### src/rtl/register_en.sv
// N-bit storage register: synchronous active-low reset, synchronous write enable.
// Q comes straight from the storage flops, so there is no combinational path from D to Q.
module register_en #(
    parameter int            N           = 24,
    parameter logic [N-1:0]  RESET_VALUE = {N{1'b0}}
) (
    input  logic         clk,
    input  logic         rst,
    input  logic         en,
    input  logic [N-1:0] D,
    output logic [N-1:0] Q
);

    logic [N-1:0] q_r;

    // Storage flops: reset beats enable, and enable beats hold.
    always_ff @(posedge clk) begin
        if (!rst) begin
            q_r <= RESET_VALUE;
        end else if (en) begin
            q_r <= D;
        end else begin
            q_r <= q_r;
        end
    end

    assign Q = q_r;

endmodule

### config.mk
export PLATFORM = sky130hd
export DESIGN_NAME = register_en
export DESIGN_NICKNAME = d
export VERILOG_FILES = /design/src/rtl/register_en.sv
export SDC_FILE = /design/constraint.sdc
export NUM_CORES = 1
export LEC_CHECK = 0
export BUFFER_PORTS_ARGS = -buffer_cell sky130_fd_sc_hd__buf_2
export CORE_ASPECT_RATIO = 0.75
export CORE_MARGIN = 5
export CORE_UTILIZATION = 42
export DETAILED_ROUTE_END_ITERATION = 16
export PLACE_DENSITY = 0.83
export SLEW_MARGIN = 10
export SYNTH_ARGS = -nofsm -noshare
export SYNTH_HDL_FRONTEND = slang
export SYNTH_SLANG_ARGS = --single-unit
### constraint.sdc
create_clock -name clk -period 0.8 [get_ports clk]
set_input_delay 0.04 -clock clk [delete_from_list [all_inputs] [get_ports clk]]
set_output_delay 0.04 -clock clk [all_outputs]
set_load 0.03 [all_outputs]
Yosys cells after proc, flatten, opt, wreduce, memory -nomap -nowiden. Cells that the tools add are included. Widths: inputs -> output; s select.

Register bits after elaboration: 24. Bits of input ports: 27. Output and inout port bits: 24. Logic and storage cells: 1.

Longest topological paths before layout. Gate-level depths: netlist of the first run.

Depth after elaboration: 0. Gate-level depth with buffers: 4. Gate-level depth less buffers: 2.

Worst setup path before layout of the first run. OpenSTA, ideal clock, no wires.

Kind: register to register. From: reg, netlist name Q[0]. To: reg q_r[0], in the netlist Q[0]. Setup time: 65 ps. Data arrival time: 686 ps. Data required time: 735 ps. Path slack: 49 ps. Cell stages (with the launch flop): 3. Buffers on the path: 0. Clock period less this slack: 751 ps. Cells stage by stage: dfxtp_1 > mux2i_1 > nor2b_1.

RTL lines: end signal: assignment (RTL line 23) `q_r <= q_r;`; end: declaration (RTL line 14) `logic [N-1:0] q_r;`.

Worst setup path in the final report of the first run.
From: reg q_r[16], in the netlist Q[16]. To: out Q[16].

RTL lines: end: declaration (RTL line 11) `output logic [N-1:0] Q`.

No word-level cell between the ends.

==> impl_metrics.yaml, run 1 <==
yosys:
  netlist_area_um2: 929.6
  syn_inst: 77
  synth_top_area_share_pct: 51.68
  yosysSeqAreaShare_pct: 51.68
  syn_area_per_cell_um2: 12.07
  yosys_warnings: 0
  yosys.cell_types.count: 6
  yosys.area.top_type: "dfxtp_1"
  synth_nets: 104
  synth_seq_cells: 24
  synthTopCellsByArea: "dfxtp_1, mux2i_1, nor2b_1"
clocking:
  insertion_delay_ns: 0.30
  root_buffer: "clkbuf_4"
  clk_path_buf_depth: 2
  path_clk_slew_ns: 0.12
  clock_sinks: 24
  cts_tree: "yes"
  numCtsBuffers: 3
  htree_levels: 1
setup_path:
  rr_worst_depth: 3
  cp.depth: 1
  cp_slowest_stage_delay_ns: 0.36
  cp-endpoint: "Q[16]"
  path_cells: "buf_6"
  cp-start-kind: "register"
  cp_slowest_cell: "dfxtp_2"
  cp.arrival_ns: 0.80
  worstSetupPathType: "reg -> out"
  crit_family: "flip-flops"
  worstPathRequired_ns: 0.76
  endpoint_kind: "output port"
  crit_path_max_fanout: 2
  r2r-end: "Q[3]"
  r2r_start: "Q[3]"
  worstPathBufferInverterCount: 1
  r2r_setup_slack_ns: 0.06
  crit_start: "Q[16]"
pwr:
  p_total_uw: 2472
  ir_drop_v: 0.001438
  p_per_area_nw_per_um2: 1533
  cellLeakagePower_uw: 0.0007665
sta:
  rsz0062_at_grt: "true"
  post-route-worst-setup-slack_ns: -0.03689
  hold_slack_ns: 0.007838
  slew_viol_final: 0
  fmax_ghz: 1.195
  slew-limit-headroom_pct: 80.75
  setup_viol: 24
  finalHoldViolations: 0
  worst_pin_slew_ns: 0.2888
  skew_ns: 0
  finalCritPeriodShare_pct: 104.6
  period_minus_slack_ns: 0.8369
routing:
  drt-vias-per-instance: 4.497
  top_layer_used: "met4"
  dr_wl_met3_um: 93
  drc_errors: 0
  met1_length_um: 876
  ant_nets: 0
  finalWirelength_um: 2332
  firstDrtPassIters: 4
  drt-initial-drc-count: 7
  vias: 778
  wl_per_cell_um: 13.48
  dr_wl_met2_um: 1342
run_status:
  violations: "negative setup slack"
  outcome: "finished, violations left"
worst_hold_path:
  hold_depth: 3
  hold_path.class: "in -> reg"
placement:
  placed_area_um2: 1191
  place.gp.congestion: 0.6647
  place_hpwl_um: 1522
  port_buffers: 50
floorplan:
  die_y_um: 50.75
  row_count: 14
  coreArea_um2: 2049
  fp.dieW_um: 64.33
  die_area_um2: 3264
  ios: 51
  initial_core_util_pct: 45.36
final_layout:
  area_growth_pct: 73.49
  final_common_cell: "buf_2"
  design_area_um2: 1613
  antenna_cells: 0
  final_cell_mix: "buf_2, buf_6, dfxtp_2, mux2i_1, nor2b_1"
  largest_register_ffs: 24
  layout.nets: 178
  final_util_pct: 78.69
  drive_gt1_share_pct: 54.36
grt:
  grt_pass1_vias: 874
  antenna_found_initial: 0
  track_usage_pct: 15.04
  grt_max_degree: 25
  grt_pass1_wl_um: 3864
  grt-ovfl-total: 0
job:
  cap_violations: 0
[worst register-to-register path, stage by stage, from the launching register on]
cell and delay (ns):
dfxtp_2 0.35, buf_6 0.10, mux2i_1 0.13, nor2b_1 0.06
[layout make-up]
cell class                      instances  area, µm²
Multi-Input combinational cell         48      390.4
Clock buffer                            3      22.52
Timing Repair Buffer                   74      659.4
Tap cell                               24      30.03
Sequential cell                        24      510.5
Fill cell                             139      436.7
[metal layers]
metal / global-route usage [%] / vias up
met2: 28.31 / 18
met3: 4.241 / 2
li1: - / 401
met4: 4.068 / 0
met5: 0 / -
met1: 16.42 / 357
[kinds of logic after synthesis]
logic type / count (synthesis) / share of synthesized area (%)
multiplexers: 24 / 25.84
flip-flops: 24 / 51.68
AND/OR/NAND/NOR: 24 / 16.15
buffers and inverters: 5 / 6.326
[worst min-delay path by stage]
stage          start     to  slack (ns)
6_report        D[0]   Q[0]       0.008
5_1_grt        D[20]  Q[20]       0.005
4_1_cts         D[8]   Q[8]       0.003
3_5_place_dp    D[5]   Q[5]        0.31
3_3_place_gp   D[20]  Q[20]        0.30
2_1_floorplan    rst   Q[0]        0.17
[repair_timing]
action | CTS | global route
setup buffers | 2 | 0
hold buffers | 19 | 1
gates resized for setup | 72 | 1
setup endpoints to repair | 24 | 26
endpoints found under the hold margin | 19 | 1
[metrics by stage]
stage               setup WS (ns)  TNS, ns  instances
finish                   -0.03689  -0.5908        173
global route             -0.08328   -1.798        173
CTS                      -0.04211  -0.8561        172
detailed placement        0.06384        0        148
floorplan                 0.04852        0         77
global placement          0.09292        0        148
[report_power, final]
group	internal [µW]	leakage, µW	switching (µW)	total [µW]
registers	1280	0.000207	51.1	1330
clock network	176	0.0000138	323	499
logic	352	0.000546	289	641
total	1810	0.000766	663	2470
[cell usage after synthesis (all sizes together)]
cell / count
nor2b: 24
mux2i: 24
dfxtp: 24
clkbuf: 2
buf: 3
No activity file was read; power rests on OpenSTA's default activity.
==> inputs of run 2 (changes only) <==
BUFFER_PORTS_ARGS = not set   (was -buffer_cell sky130_fd_sc_hd__buf_2)
CORE_ASPECT_RATIO = not set   (was 0.75)
CORE_UTILIZATION = 58   (was 42)
DONT_BUFFER_PORTS = 1   (was not set)
PLACE_DENSITY = 0.81   (was 0.83)
SKIP_LAST_GASP = 1   (was not set)
==> run 2 against run 1 <==
- the run ends with negative hold slack, negative setup slack left
- count of clock-buffer cells in the layout is the same
- worst hold slack got worse by 0.14 ns
- design area down 24%
- die area is 23% lower
- core utilization grew 2.4 points
- first-iteration DRC count is 86% lower
- clock skew unchanged
- critical path depth is the same
- wire length is 23% lower
- highest routed layer is now met3
==> impl_metrics.yaml, run 2 (same netlist as run 1, synthesis figures left out) <==
final_layout:
  antenna_cells: 0
  layout.nets: 129
  area_growth_pct: 31.36
  final_cell_mix: "dfxtp_2, mux2i_1, nor2b_1, buf_6, clkbuf_4"
  seqCellArea_um2: 510.5
  largest_register_ffs: 24
  fill_cells: 98
  drive_gt1_share_pct: 52.00
  multiInputGateArea_um2: 390.4
  design_area_um2: 1221
sta:
  slew-limit-headroom_pct: 89.03
  finalHoldViolations: 24
  finalCritPeriodShare_pct: 102.4
  fin_tns_setup_ns: -0.2331
  skew_ns: 0
  period_minus_slack_ns: 0.8191
  rsz0062_at_grt: "true"
  hold_slack_ns: -0.1319
  setup_viol: 22
  slew_viol_final: 0
  fmax_ghz: 1.221
  post-route-worst-setup-slack_ns: -0.01907
  worst_pin_slew_ns: 0.1599
floorplan:
  coreArea_um2: 1506
  die_area_um2: 2504
  initial_core_util_pct: 61.71
  row_count: 14
  die_y_um: 50.04
  ios: 51
  fp.dieW_um: 50.04
setup_path:
  worstPathRequired_ns: 0.76
  cp-start-kind: "register"
  rr_worst_depth: 3
  cp.arrival_ns: 0.78
  cp_slowest_cell: "dfxtp_2"
  worstPathBufferInverterCount: 1
  path_cells: "buf_6"
  endpoint_kind: "output port"
  r2r_setup_slack_ns: 0.04
  crit_family: "flip-flops"
  r2r_start: "Q[12]"
  crit_path_max_fanout: 2
  r2r-end: "Q[12]"
  worstSetupPathType: "reg -> out"
  cp_slowest_stage_delay_ns: 0.36
clocking:
  htree_levels: 1
  numCtsBuffers: 3
  path_clk_slew_ns: 0.12
  clock_sinks: 24
  root_buffer: "clkbuf_4"
  insertion_delay_ns: 0.29
  clk_path_buf_depth: 2
  cts_tree: "yes"
routing:
  ant_nets: 0
  drt-vias-per-instance: 5.267
  wl_per_cell_um: 15.40
  finalWirelength_um: 1786
  vias: 611
  drt-initial-drc-count: 1
  firstDrtPassIters: 2
  drc_errors: 0
grt:
  grt_pass1_vias: 672
  grt-ovfl-total: 0
  grt_max_degree: 25
  grt_pass1_wl_um: 2925
  antenna_found_initial: 0
  track_usage_pct: 14.80
worst_hold_path:
  min_to: "Q[1]"
  hold_path.class: "in -> reg"
  hold_depth: 1
  min_from: "rst"
placement:
  place_hpwl_um: 1333
  dp_slack_ns: 0.1565
  placed_area_um2: 1071
  port_buffers: 0
  place.gp.congestion: 0.5981
pwr:
  power_frac_seq_pct: 59.1
  cellLeakagePower_uw: 0.0005557
  p_sw_uw: 568.4
  switching_share_pct: 25.29
  ir_drop_v: 0.001777
  p_int_uw: 1679
  comb_power_share_pct: 19.3
  p_per_area_nw_per_um2: 1840
  pwr-share-clk_pct: 21.6
run_status:
  violations: "negative hold slack, negative setup slack"
  outcome: "finished, violations left"
job:
  cap_violations: 0
-- run 2: cell types whose count changed in the layout (fill, tap and decap cells not counted), sizes merged --
cell	delta
buf	-29
dlygate4sd3	-20
-- run 2: through the flow --
step,instances,utilization (%),total power [µW]
after detailed placement,112,71.10,1718
after floorplan,77,-,1644
after global routing,116,81.06,2356
final,116,81.06,2247
after global placement,112,71.10,1704
after CTS,116,81.06,2276
-- run 2: layout make-up --
| type | instances | share of cell area (%) |
|---|---|---|
| clock buffers | 3 | 1.844 |
| well taps | 16 | 1.639 |
| flip-flops and latches | 24 | 41.80 |
| multi-input cells | 48 | 31.97 |
| repair buffers | 25 | 22.75 |
-- run 2: per-layer routing --
metal / share of wire (%) / wire length, µm / global-route usage (%) / up-vias
li1: - / - / - / 297
met1: 33 / 587 / 14.05 / 291
met2: 57 / 1022 / 28.03 / 23
met3: 9.9 / 176 / 7.229 / 0
met4: 0 / 0 / 2.620 / 0
met5: 0 / 0 / 0 / -
-- run 2: power by group through the flow --
stage	registers, µW	clock network (µW)	logic, µW
finish	1330	485	435
global route	1340	558	460
CTS	1330	509	438
detailed placement	1330	0	390
global placement	1320	0	380
floorplan	1470	0	176
-- run 2: how the worst max path moves through the flow --
stage	start	endpoint	slack (ns)	depth (start not counted)
2_1_floorplan	Q[0]	Q[0]	0.05	2
3_3_place_gp	Q[6]	Q[6]	0.22	2
3_5_place_dp	Q[19]	Q[19]	0.16	2
4_1_cts	Q[14]	Q[14]	-0.03	1
5_1_grt	Q[15]	Q[15]	-0.07	1
6_report	Q[9]	Q[9]	-0.02	1
-- run 2: timing repair --
action	in CTS	in global routing
setup buffers	1	0
hold endpoints to repair	24	24
resized for setup	48	0
gates cloned	0	0
pin swaps	0	0
endpoints found under the setup margin	24	24
==> inputs of run 3 (changes only) <==
CORE_UTILIZATION = 63   (was 58)
CTS_BUF_LIST = sky130_fd_sc_hd__clkbuf_4 sky130_fd_sc_hd__clkbuf_8   (was not set)
PLACE_DENSITY = 0.86   (was 0.81)
TNS_END_PERCENT = 10   (was not set)
==> run 3 against run 2 <==
- the run still ends with negative hold slack, negative setup slack left
- fmax down 5.3%
- core utilization up 9.8 points
- power up 8.7%
- flip-flop and latch count unchanged
- via count up 2.5%
- global-route usage up 8.0 points
- final cell count down 0.86%
- combinational power up 3%
- non-clock buffer count down 1
- largest cell class unchanged
==> impl_metrics.yaml, run 3 (same netlist as run 1, synthesis figures left out) <==
setup_path:
  crit_path_max_fanout: 2
  endpoint_kind: "output port"
  cp-start-kind: "register"
  crit_family: "flip-flops"
  worstPathRequired_ns: 0.76
  worstSetupPathType: "reg -> out"
  cp_slowest_stage_delay_ns: 0.37
  path_cells: "buf_6"
  worstPathBufferInverterCount: 1
  cp_slowest_cell: "dfxtp_2"
  cp.arrival_ns: 0.82
routing:
  vias: 626
  finalWirelength_um: 2475
  drt-initial-drc-count: 1
  firstDrtPassIters: 4
  ant_nets: 0
  wl_per_cell_um: 21.52
  drt-vias-per-instance: 5.443
  drc_errors: 0
floorplan:
  ios: 51
  initial_core_util_pct: 68.86
  die_area_um2: 2344
  coreArea_um2: 1350
  row_count: 13
  fp.dieW_um: 48.42
  die_y_um: 48.42
pwr:
  ir_drop_v: 0.001497
  p_int_uw: 1780
  power_frac_seq_pct: 54.7
  p_per_area_nw_per_um2: 1992
  pwr-share-clk_pct: 27.0
  p_sw_uw: 661.7
  comb_power_share_pct: 18.2
  switching_share_pct: 27.10
  cellLeakagePower_uw: 0.0005577
sta:
  slew_viol_final: 0
  hold_slack_ns: -0.1608
  slew-limit-headroom_pct: 86.20
  finalCritPeriodShare_pct: 108.1
  fin_tns_setup_ns: -1.293
  fmax_ghz: 1.156
  setup_viol: 24
  worst_pin_slew_ns: 0.2012
  skew_ns: 0
  post-route-worst-setup-slack_ns: -0.06490
  rsz0062_at_grt: "true"
  period_minus_slack_ns: 0.8649
  finalHoldViolations: 24
grt:
  grt_pass1_vias: 754
  met3_usage_pct: 7.339
  track_usage_pct: 22.78
  gr-usage-met1_pct: 24.53
  met2_usage_pct: 38.70
  grt_max_degree: 25
  grt-ovfl-total: 0
  grt_pass1_wl_um: 4071
  grt_busiest_layer: "met2"
  antenna_found_initial: 0
clocking:
  htree_levels: 1
  clk_path_buf_depth: 2
  postCtsSetupBuffers: 0
  numCtsBuffers: 3
  path_clk_slew_ns: 0.13
  clock_sinks: 24
  cts_tree: "yes"
  insertion_delay_ns: 0.32
  root_buffer: "clkbuf_4"
final_layout:
  design_area_um2: 1226
  multiInputGateArea_um2: 390.4
  seqCellArea_um2: 510.5
  largest_register_ffs: 24
  drive_gt1_share_pct: 52.00
  area_growth_pct: 31.90
  antenna_cells: 0
  fill_cells: 48
  final_cell_mix: "dfxtp_2, mux2i_1, nor2b_1, buf_6, clkbuf_4"
  final_util_pct: 90.82
  layout.nets: 128
run_status:
  violations: "negative hold slack, negative setup slack"
  outcome: "finished, violations left"
placement:
  place.gp.congestion: 0.5796
  place_hpwl_um: 1344
  port_buffers: 0
  placed_area_um2: 1070
worst_hold_path:
  hold_path.class: "in -> reg"
job:
  cap_violations: 0
## run 3: changes by cell type in the layout (fill, tap and decap cells not counted), sizes merged
cell	previous run	this run
buf	25	24
clkbuf	3	4
## run 3: metrics by stage
stage	total power (µW)	std cells	worst slack [ns]
after floorplan	1644	77	0.04852
after global placement	1703	111	0.2212
after detailed placement	1718	111	0.1568
after CTS	2414	115	-0.05921
after global routing	2543	115	-0.1165
final	2442	115	-0.06490
## run 3: what timing repair did
item,in CTS,in global routing
setup endpoints to repair,24,24
hold endpoints to repair,24,24
gates resized for setup,48,0
## run 3: worst paths after layout
path              start   end  slack, ns  depth (start not counted)
setup / recovery   Q[8]  Q[8]      -0.06                          1
hold / removal      rst  Q[9]      -0.16                          1
setup reg to reg   Q[3]  Q[3]       0.08                          2
hold reg to reg    Q[9]  Q[9]       0.54                          2
## run 3: routing by layer
metal / routed length (µm) / share of wire [%]
met5: 0 / 0
met4: 44 / 1.8
met3: 183 / 7.4
met2: 1370 / 55
met1: 876 / 35
## run 3: power by group through the flow
stage	logic, µW	clock network (µW)	registers, µW
6_report	446	660	1340
5_1_grt	469	730	1340
4_1_cts	433	652	1330
3_5_place_dp	389	0	1330
3_3_place_gp	379	0	1320
2_1_floorplan	176	0	1470
## run 3: layout make-up
| class | instances | area share, % |
|---|---|---|
| Sequential cell | 24 | 41.63 |
| Multi-Input combinational cell | 48 | 31.84 |
| Tap cell | 15 | 1.531 |
| Timing Repair Buffer | 24 | 22.04 |
| Clock buffer | 4 | 2.959 |
